--- src/rtl/ssb_demodulator.sv ---
// SSB receive mixer: multiplies ADC samples by a square-wave quadrature LO, then
// integrate-and-dump decimation, with the I/Q result held behind a valid/ready handshake.
module ssb_demodulator #(
    parameter int NBITS = 24,
    parameter int DBITS = 16,
    parameter int ACCW  = DBITS + 17
) (
    input  logic                    clk,
    input  logic                    rst,
    input  logic                    stdby,
    input  logic signed [DBITS-1:0] adc_data,
    input  logic                    adc_valid,
    input  logic [NBITS-1:0]        lo_freq,
    input  logic [15:0]             decim,
    output logic signed [ACCW-1:0]  i_out,
    output logic signed [ACCW-1:0]  q_out,
    output logic                    out_valid,
    input  logic                    out_ready,
    output logic                    overrun,
    input  logic                    overrun_clr
);

    logic [NBITS-1:0]       phase_reg;
    logic [15:0]            cnt_reg;
    logic                   out_valid_reg;
    logic                   overrun_reg;
    logic signed [ACCW-1:0] acc_reg [2];
    logic signed [ACCW-1:0] out_reg [2];
    logic signed [ACCW-1:0] sum_next [2];
    logic [1:0]             lo_neg;
    logic signed [ACCW-1:0] sample_ext;
    logic [15:0]            dec_last;
    logic                   accepted;
    logic                   dump;
    logic                   load;

    always_comb begin
        accepted   = adc_valid && !stdby;
        sample_ext = ACCW'(adc_data);
        // Lane 0 (I) is sine-like, lane 1 (Q) is cosine-like
        lo_neg[0]  = phase_reg[NBITS-1];
        lo_neg[1]  = phase_reg[NBITS-1] ^ phase_reg[NBITS-2];
        dec_last   = (decim == 16'd0) ? 16'd0 : decim - 16'd1;
        dump       = accepted && (cnt_reg >= dec_last);
        load       = dump && (!out_valid_reg || out_ready);
    end

    generate
        for (genvar gi = 0; gi < 2; gi++) begin : g_lane
            always_comb begin
                sum_next[gi] = acc_reg[gi] + (lo_neg[gi] ? -sample_ext : sample_ext);
            end

            always_ff @(posedge clk) begin
                if (rst) begin
                    acc_reg[gi] <= '0;
                    out_reg[gi] <= '0;
                end else begin
                    if (stdby || dump) begin
                        acc_reg[gi] <= '0;
                    end else if (accepted) begin
                        acc_reg[gi] <= sum_next[gi];
                    end
                    if (load) begin
                        out_reg[gi] <= sum_next[gi];
                    end
                end
            end
        end
    endgenerate

    always_ff @(posedge clk) begin
        if (rst) begin
            phase_reg     <= '0;
            cnt_reg       <= '0;
            out_valid_reg <= 1'b0;
            overrun_reg   <= 1'b0;
        end else begin
            if (accepted) begin
                phase_reg <= phase_reg + lo_freq;
            end
            if (stdby || dump) begin
                cnt_reg <= '0;
            end else if (accepted) begin
                cnt_reg <= cnt_reg + 16'd1;
            end
            if (load) begin
                out_valid_reg <= 1'b1;
            end else if (out_valid_reg && out_ready) begin
                out_valid_reg <= 1'b0;
            end
            // A fresh discard takes priority over a simultaneous clear
            if (dump && out_valid_reg && !out_ready) begin
                overrun_reg <= 1'b1;
            end else if (overrun_clr) begin
                overrun_reg <= 1'b0;
            end
        end
    end

    assign i_out     = out_reg[0];
    assign q_out     = out_reg[1];
    assign out_valid = out_valid_reg;
    assign overrun   = overrun_reg;

endmodule

--- config.mk ---
export PLATFORM = sky130hd
export DESIGN_NAME = ssb_demodulator
export DESIGN_NICKNAME = d
export VERILOG_FILES = /design/src/rtl/ssb_demodulator.sv
export SDC_FILE = /design/constraint.sdc
export NUM_CORES = 1
export LEC_CHECK = 0
export BUFFER_PORTS_ARGS = -buffer_cell sky130_fd_sc_hd__buf_2
export CAP_MARGIN = 10
export CORE_ASPECT_RATIO = 1.1
export CORE_MARGIN = 2
export CORE_UTILIZATION = 55
export CTS_CLUSTER_DIAMETER = 100
export CTS_CLUSTER_SIZE = 28
export DETAILED_ROUTE_END_ITERATION = 8
export PLACE_DENSITY_LB_ADDON = 0.3
export SYNTH_ARGS = -nofsm -noshare
export SYNTH_HDL_FRONTEND = slang
export SYNTH_SLANG_ARGS = --single-unit
--- constraint.sdc ---
create_clock -name clk -period 5.5 [get_ports clk]
set_input_delay 0.55 -clock clk [delete_from_list [all_inputs] [get_ports clk]]
set_output_delay 0.55 -clock clk [all_outputs]
set_load 0.02 [all_outputs]
==> impl_metrics.ini, run 1 <==
[pwr]
clkPwrFrac_pct = 30.1
power_density_nw_per_um2 = 285
p_int_mw = 2.66
pwr-share-comb_pct = 32.5
seqPwrFrac_pct = 37.5
switching_power_mw = 1.42
power.leakage_nw = 6.10
p_sw_share_pct = 34.8
peakVddDrop_mv = 0.219

[global_routing]
grt-ovfl-total = 0
grt_max_degree = 34
grt_pass1_vias = 10680
antenna_found_initial = 1
grt_pass1_wl_um = 53000
grt_use_total_pct = 27.0

[logic_synthesis]
ys_types = 77
synth-compound-area-share_pct = 20.1
ys_ff_latch = 174
synth.area.mux_share_pct = 0.559
yosys.area_share.simple_pct = 20.0
ys_warn_count = 0
synth.net_count = 1615
async_reset_ff_share_pct = 0
yosysSeqAreaShare_pct = 37.6
synth_xor_xnor_area_share_pct = 7.61
synth_top_family_by_area = compound AO/OA/AOI/OAI gates
synth_edf_count = 132
syn_inst = 1441
synth.largest_area_cell = edfxtp_1
synth-adder-area-share_pct = 11.2
mappedNetlistArea_um2 = 12800
synth.top_cell.area_share_pct = 31.0
synth_flop_cell = edfxtp_1
syn_area_per_cell_um2 = 8.86
ys_top_cells_by_area = edfxtp_1 31%, ha_1 11%, dfxtp_1 6.6%, a21oi_1 5.0%, nand2_1 5.0%

[clock_network]
ctsResizeCount = 0
clk_path_buf_depth = 2
clockRootBuffer = clkbuf_16
clk_latency_ps = 430
holdBufCountCts = 0
numClockSinks = 174
clk_pin_slew_ps = 70
post_cts_buffers = 0
cts_tree = done
cts-htree-levels = 4
numCtsBuffers = 17

[placed_design]
globalplace.congestion = 0.934
post_dp_cell_area_um2 = 13700
port_buffers = 129
dp_hpwl_um = 24400

[sta]
fin_crit_ps = 4630
drv_slew = 0
fin_skew_ps = 13.2
hold_viol = 0
relSlewSlack_pct = 41.2
rsz0062_at_grt = no
fin_setup_tns_ps = 0
fmax_mhz = 216
tightest_slew_ps = 881
setup_viol = 0
period_share_pct = 84.3

[min_path]
hold_start = overrun_clr
whs_endpoint = overrun
hold_depth = 3
hold_path_class = in2reg

[setup_path]
crit_path_end_kind = register
path_cells = buf_2 -> or2_1 -> or4_1 -> or3_1 -> nor3_2 -> buf_4 -> o21ai_0 -> ha_1 -> nand4_1 -> or3_1 -> a2111oi_1 -> nor3_1 -> o211a_1 -> mux2i_1
critical_path_arrival_ps = 4810
startpoint_type = input pin
rr_worst_depth = 11
critPathMaxStageDelay_ps = 620
critical_path_class = in2reg
worstPathRequired_ps = 5680
rr_endpoint = out_reg[1][30]
r2r_slack_ps = 1120
crit_top_cell = or3_1
crit_family = simple AND/OR/NAND/NOR gates
r2r-start = phase_reg[23]
slowest_stage = a2111oi_1
critPathBufInv = 2
crit_fanout = 14

[final_layout]
utilization_pct = 62.6
syn_to_final_growth_pct = 12.1
drive_gt1_share_pct = 12.6
nets = 1723
fin_area_um2 = 14300

[route]
via_count = 11331
drt_iter0_markers = 856
firstDrtPassIters = 5
via_per_inst = 6.08
route.detailed.drc = 0
ant_nets = 0
wl_per_cell_um = 17.5
totalWireLength_um = 32600

[floorplanning]
initial_utilization_pct = 55.9
dieArea_um2 = 24400
coreArea_um2 = 22900
num_rows = 58
die_x_um = 149
pin_count = 130
chipHeight_um = 164

[job]
max_cap_violations = 0

[run_status]
status = complete, no violations
-- metrics by stage --
stage / hold WS, ps / setup slack, ps / cells / power [mW]
finish: 379 / 866 / 1864 / 4.09
global route: 388 / 510 / 1862 / 4.30
CTS: 372 / 975 / 1862 / 4.08
detailed placement: 451 / 544 / 1830 / 2.86
global placement: 442 / 617 / 1830 / 2.83
floorplan: 429 / 329 / 1441 / 2.54
-- synthesized netlist by cell type, types with 9 or more instances --
cell         n
a211o_1     14
a211oi_1    12
a21o_1      42
a21oi_1    127
a31oi_1     12
and2_1      11
and3_1      15
buf_1        9
buf_2       16
clkbuf_1    32
dfxtp_1     42
edfxtp_1   132
ha_1       109
inv_1       36
nand2_1    169
nand2b_1    14
nand3_1     26
nand4_1     29
nor2_1     165
nor3_1      24
nor3b_1     16
o2111ai_1   10
o211ai_1    13
o21a_1      16
o21ai_0     95
o21bai_1    13
o31ai_1     10
or3_1       27
or4_1        9
xnor2_1     68
xor2_1      43
-- worst max path at each step --
stage	slack (ps)	depth (start not counted)	start	endpoint
final	870	14	adc_data[8]	out_reg[1][30]
after floorplan	330	13	decim[7]	out_reg[0][0]
after global routing	510	15	decim[5]	out_reg[0][27]
after global placement	620	14	adc_data[8]	out_reg[1][30]
after CTS	970	15	decim[5]	out_reg[0][27]
after detailed placement	540	15	decim[5]	out_reg[1][20]
-- tightest hold or removal path, stage by stage --
cell and delay, ps:
buf_2 70, nand2b_1 90, a21oi_1 50
-- metal layers --
layer  GRT usage [%]  share of wire [%]  up-vias
met5               0                  0        -
met3            3.92                6.7       59
li1                -                  -     5538
met1            35.4                 43     5307
met2            46.4                 48      427
met4            8.23                2.2        0
-- logic make-up (layout without fill, tap and decap cells) --
logic type	after synthesis	after routing
other	0	2
AO/OA/AOI/OAI	404	404
adder cells (fa/ha/maj)	112	112
XOR/XNOR	111	111
multiplexers	7	7
AND/OR/NAND/NOR	539	539
flip-flops	174	174
buffers and inverters	94	215
-- final cells by class --
class                      instances  area, um2
tap                              300        375
multi-input combinational       1173       7600
sequential                       174       4800
clock buffer                      18        429
inverter                          36        135
clock inverter                    14        158
fill                            1959       8550
antenna                            2       5.00
timing repair buffer             147        806
-- power by group through the flow --
stage,clock [mW],sequential [mW],combinational [mW]
2_1_floorplan,0,1.57,0.966
3_3_place_gp,0,1.56,1.28
3_5_place_dp,0,1.56,1.30
4_1_cts,1.24,1.53,1.31
5_1_grt,1.29,1.54,1.47
6_report,1.23,1.53,1.33
-- cells in the final DEF (no fill, tap or decap), drive strengths merged, types with 15 or more instances in the layout --
cell    count
dfxtp      42
xor2       43
nor3b      16
inv        41
nand4      29
xnor2      68
or3        27
nand3      26
o21a       16
clkbuf     18
nor3       25
nand2     170
ha        109
a21o       42
a21oi     127
nor2      165
o21ai      95
and3       15
edfxtp    132
buf       147
(Power assumes the default switching activity.)
==> run 2, diff against run 1 <==
==> constraint.sdc (replaced) <==
create_clock -name clk -period 3.71 [get_ports clk]
set_input_delay 0.371 -clock clk [delete_from_list [all_inputs] [get_ports clk]]
set_output_delay 0.371 -clock clk [all_outputs]
set_load 0.02 [all_outputs]
==> run 2 against run 1 <==
The flow now finishes with violations (negative setup slack); critical path depth up 3; clock power rose by 39%; wire length rose by 26%; power grew 72%; sequential share of layout area shrank 6.4 points; sequential power up 48%; non-clock buffer count grew 292; core utilization grew 15 points; flip-flop and latch count did not move; largest power group is now combinational logic.
==> impl_metrics.ini, run 2 (same netlist as run 1, synthesis figures left out) <==
[sta]
tightest_slew_ps = 922
period_share_pct = 101
relSlewSlack_pct = 38.3
drv_slew = 0
timing.final.ws_setup_ps = -49.0
fmax_mhz = 266
setup_viol = 11
rsz0062_at_grt = yes
whs_ps = 184
fin_setup_tns_ps = -258
fin_crit_ps = 3760
fin_skew_ps = 13.9
hold_viol = 0

[placed_design]
port_buffers = 129
dp_slack_ps = -636
globalplace.congestion = 1.00
dp_hpwl_um = 28600

[clock_network]
numCtsBuffers = 17
cts-htree-levels = 4
clk_pin_slew_ps = 80
clk_latency_ps = 450
cts_tree = done
clockRootBuffer = clkbuf_16
clk_path_buf_depth = 2
numClockSinks = 174

[route]
firstDrtPassIters = 7
ant_nets = 0
route.detailed.drc = 0
via_count = 13210
totalWireLength_um = 41100
via_per_inst = 6.13
wl_per_cell_um = 19.1
drt_iter0_markers = 1113

[pwr]
power_mw = 7.02
power_density_nw_per_um2 = 397
peakVddDrop_mv = 0.316
power.leakage_nw = 7.71

[final_layout]
final_cell_mix = 289 x buf_4, 160 x nand2_1, 151 x nor2_1
syn_to_final_growth_pct = 38.6
fillers = 1460
utilization_pct = 77.4
drive_gt1_share_pct = 35.3
nets = 2015
ff_latch_area_um2 = 4800
final_common_cell = buf_4
multi_input_area_um2 = 8700
diodes = 0

[setup_path]
critPathBufInv = 4
path_cells = buf_6 -> or3_4 -> or3_4 -> or3_4 -> nor3_4 -> buf_6 -> inv_4 -> ha_4 -> a21oi_4 -> ha_4 -> a21o_1 -> a21o_1 -> a221oi_4 -> buf_6 -> a21oi_4 -> or3_1 -> nand3_1
startpoint_type = input pin
critical_path_arrival_ps = 4070
worstPathRequired_ps = 4020
rr_worst_depth = 13
crit_cells = 17
crit_path_end_kind = register
crit_fanout = 4
crit_family = simple AND/OR/NAND/NOR gates
slowest_stage = or3_4
critPathMaxStageDelay_ps = 410
critical_path_class = in2reg

[min_path]
hold_depth = 3
hold_path_class = in2reg

[floorplanning]
die_x_um = 149
coreArea_um2 = 22900
dieArea_um2 = 24400
initial_utilization_pct = 55.9
chipHeight_um = 164
num_rows = 58
pin_count = 130

[global_routing]
grt_pass1_wl_um = 61300
grt_max_degree = 34
grt_use_total_pct = 31.5
grt_pass1_vias = 12777
grt-ovfl-total = 0
antenna_found_initial = 0

[run_status]
violations = negative setup slack
status = finished with violations

[job]
max_cap_violations = 0
run 2: layout make-up:
class                           count  area share, %
Tap cell                          300           2.12
Timing Repair Buffer              439           17.8
Multi-Input combinational cell   1173           49.1
Sequential cell                   174           27.1
Clock buffer                       18           2.42
Clock inverter                     14          0.615
Inverter                           36          0.778
run 2: routing by layer:
| metal | vias up | routed length (um) | track usage, % |
|---|---|---|---|
| met2 | 675 | 20400 | 55.9 |
| met1 | 6261 | 15300 | 37.0 |
| met5 | - | 0 | 0 |
| met3 | 169 | 3530 | 5.14 |
| li1 | 6105 | - | - |
| met4 | 0 | 1790 | 15.2 |
run 2: final timing paths:
kind,startpoint,endpoint,slack [ps]
min,overrun_clr,overrun,180
max reg2reg,phase_reg[22],out_reg[1][31],310
min reg2reg,phase_reg[7],phase_reg[7],450
max,adc_data[2],out_reg[0][26],-50
run 2: where the power goes:
group	internal [mW]	total (mW)	switching, mW
Clock	0.869	1.71	0.839
Combinational	1.37	3.04	1.67
Sequential	2.21	2.27	0.0569
run 2: through the flow:
step	cell area (um2)	cells
2_1_floorplan	13100	1441
3_3_place_gp	15900	2077
3_5_place_dp	15900	2077
4_1_cts	16700	2129
5_1_grt	17700	2154
6_report	17700	2154
run 2: what timing repair did:
action / in CTS / in global routing
endpoints found under the setup margin: 53 / 158
hold buffers: 0 / 0
cloned: 0 / 1
buffers inserted: 21 / 26
endpoints found under the hold margin: 0 / 0
pin swaps: 29 / 102
resized for setup: 40 / 168
run 2: worst register-to-register path: cells and delay by family (launching register included):
kind                       cells  cell delay (ps)
AOI/OAI and AO/OA              6             1270
adders and majority gates      1              280
buffers and inverters          3              690
DFF                            1              420
xor gates and xnor gates       1              160
and+or+nand+nor                2              400
==> run 3, diff against run 2 <==
--- a/config.mk
+++ b/config.mk
@@ -10,10 +10,11 @@
 export CORE_ASPECT_RATIO = 1.1
 export CORE_MARGIN = 2
 export CORE_UTILIZATION = 55
-export CTS_CLUSTER_DIAMETER = 100
+export CTS_CLUSTER_DIAMETER = 80
 export CTS_CLUSTER_SIZE = 28
 export DETAILED_ROUTE_END_ITERATION = 8
 export PLACE_DENSITY_LB_ADDON = 0.3
+export SETUP_SLACK_MARGIN = 0.2
 export SYNTH_ARGS = -nofsm -noshare
 export SYNTH_HDL_FRONTEND = slang
 export SYNTH_SLANG_ARGS = --single-unit
==> run 3 against run 2 <==
The flow still finishes with violations (negative setup slack); non-clock buffer count is 40 higher; register-to-register slack worse by 550 ps; fmax is 15% lower; critical endpoint is now out_reg[1][27]; hold slack worse by 19 ps; first-iteration DRC count is 54% higher; flip-flop and latch count stayed put.
==> impl_metrics.ini, run 3 (same netlist as run 1, synthesis figures left out) <==
[final_layout]
fin_area_um2 = 19000
diodes = 0
final_cell_mix = 300 x buf_4, 149 x nand2_1, 145 x nor2_1
syn_to_final_growth_pct = 48.6
utilization_pct = 83.0
fillers = 1214
nets = 2055
final_common_cell = buf_4
drive_gt1_share_pct = 41.4

[setup_path]
worstPathRequired_ps = 3910
rr_worst_depth = 14
startpoint_type = input pin
r2r_slack_ps = -240
path_cells = buf_8 -> or3_4 -> or3_4 -> or3_4 -> nor3_4 -> buf_6 -> buf_6 -> buf_6 -> o21ai_4 -> ha_4 -> buf_6 -> nand4_1 -> o211ai_1 -> a21oi_1 -> buf_4 -> buf_6 -> a211oi_4 -> o21ai_1 -> nor3b_2
crit_fanout = 5
critical_path_class = in2reg
crit_path_end_kind = register
critical_path_arrival_ps = 4630
crit_top_cell = buf_6
critPathMaxStageDelay_ps = 410
slowest_stage = or3_4

[route]
route.detailed.drc = 0
drt_iter0_markers = 1710
firstDrtPassIters = 7
via_per_inst = 6.55
totalWireLength_um = 50300
via_count = 14365
ant_nets = 0
wl_per_cell_um = 22.9

[floorplanning]
chipHeight_um = 164
die_x_um = 149
dieArea_um2 = 24400
coreArea_um2 = 22900
num_rows = 58
initial_utilization_pct = 55.9
pin_count = 130

[sta]
period_share_pct = 119
hold_viol = 0
timing.final.ws_setup_ps = -715
rsz0062_at_grt = yes
tightest_slew_ps = 961
fin_crit_ps = 4430
relSlewSlack_pct = 35.7
drv_slew = 0
fmax_mhz = 226
whs_ps = 165
fin_skew_ps = 10.2
setup_viol = 53

[pwr]
power.leakage_nw = 8.24
peakVddDrop_mv = 0.322
power_density_nw_per_um2 = 414

[placed_design]
dp_slack_ps = -601
globalplace.congestion = 0.995
dp_hpwl_um = 29000
port_buffers = 129
post_dp_cell_area_um2 = 16100

[global_routing]
grt-ovfl-total = 0
antenna_found_initial = 1
grt_pass1_vias = 13510
grt_max_degree = 34
grt_pass1_wl_um = 66500
grt_use_total_pct = 34.5

[clock_network]
clk_path_buf_depth = 2
cts_tree = done
clk_latency_ps = 460
numClockSinks = 174
clockRootBuffer = clkbuf_16
cts-htree-levels = 4
clk_pin_slew_ps = 70
holdBufCountCts = 0
numCtsBuffers = 17

[job]
max_cap_violations = 0

[run_status]
violations = negative setup slack
status = finished with violations

[min_path]
hold_path_class = in2reg
hold_depth = 3
run 3: critical path: cells and delay by family:
kind,cells,cell delay (ps)
buffers and inverters,7,880
adders and majority gates,1,350
and+or+nand+nor,6,2040
AOI/OAI and AO/OA,5,950
run 3: path summary, 6_finish.rpt:
kind | startpoint | end
max | adc_data[0] | out_reg[1][27]
min | overrun_clr | overrun
min reg2reg | phase_reg[7] | phase_reg[7]
max reg2reg | phase_reg[23] | out_reg[1][27]
run 3: routing by layer:
| layer | wire, um | share of wire [%] | global-route usage [%] | vias to the layer above |
|---|---|---|---|---|
| li1 | - | - | - | 6196 |
| met1 | 17600 | 35 | 40.3 | 6747 |
| met2 | 23800 | 47 | 60.1 | 1054 |
| met3 | 5030 | 10 | 6.58 | 366 |
| met4 | 3930 | 7.8 | 18.1 | 2 |
| met5 | 54 | 0.11 | 0 | - |
run 3: final cells by class:
cell class,instances,area (um2),share of cell area (%)
Sequential cell,174,4800,25.3
Inverter,36,140,0.739
Clock buffer,27,572,3.01
Clock inverter,5,38.8,0.204
Tap cell,300,375,1.98
Multi-Input combinational cell,1173,9470,49.9
Timing Repair Buffer,479,3570,18.8
run 3: stage by stage:
step	instances	TNS (ps)	power [mW]
CTS	2160	0	7.05
detailed placement	2090	-45350	4.93
finish	2194	-9360	7.86
global route	2194	-13640	8.08
floorplan	1441	-8350	3.86
global placement	2090	-32140	4.86
run 3: repair_timing:
item | in CTS | in global routing
gates cloned | 1 | 0
setup endpoints to repair | 76 | 109
buffers inserted | 37 | 34
pin swaps | 101 | 146
resized for setup | 154 | 207
run 3: where the power goes:
part,switching [mW],leakage [nW],internal (mW)
sequential,0.0643,1.79,2.21
combinational,2.03,6.15,1.63
clock,0.851,0.306,1.07
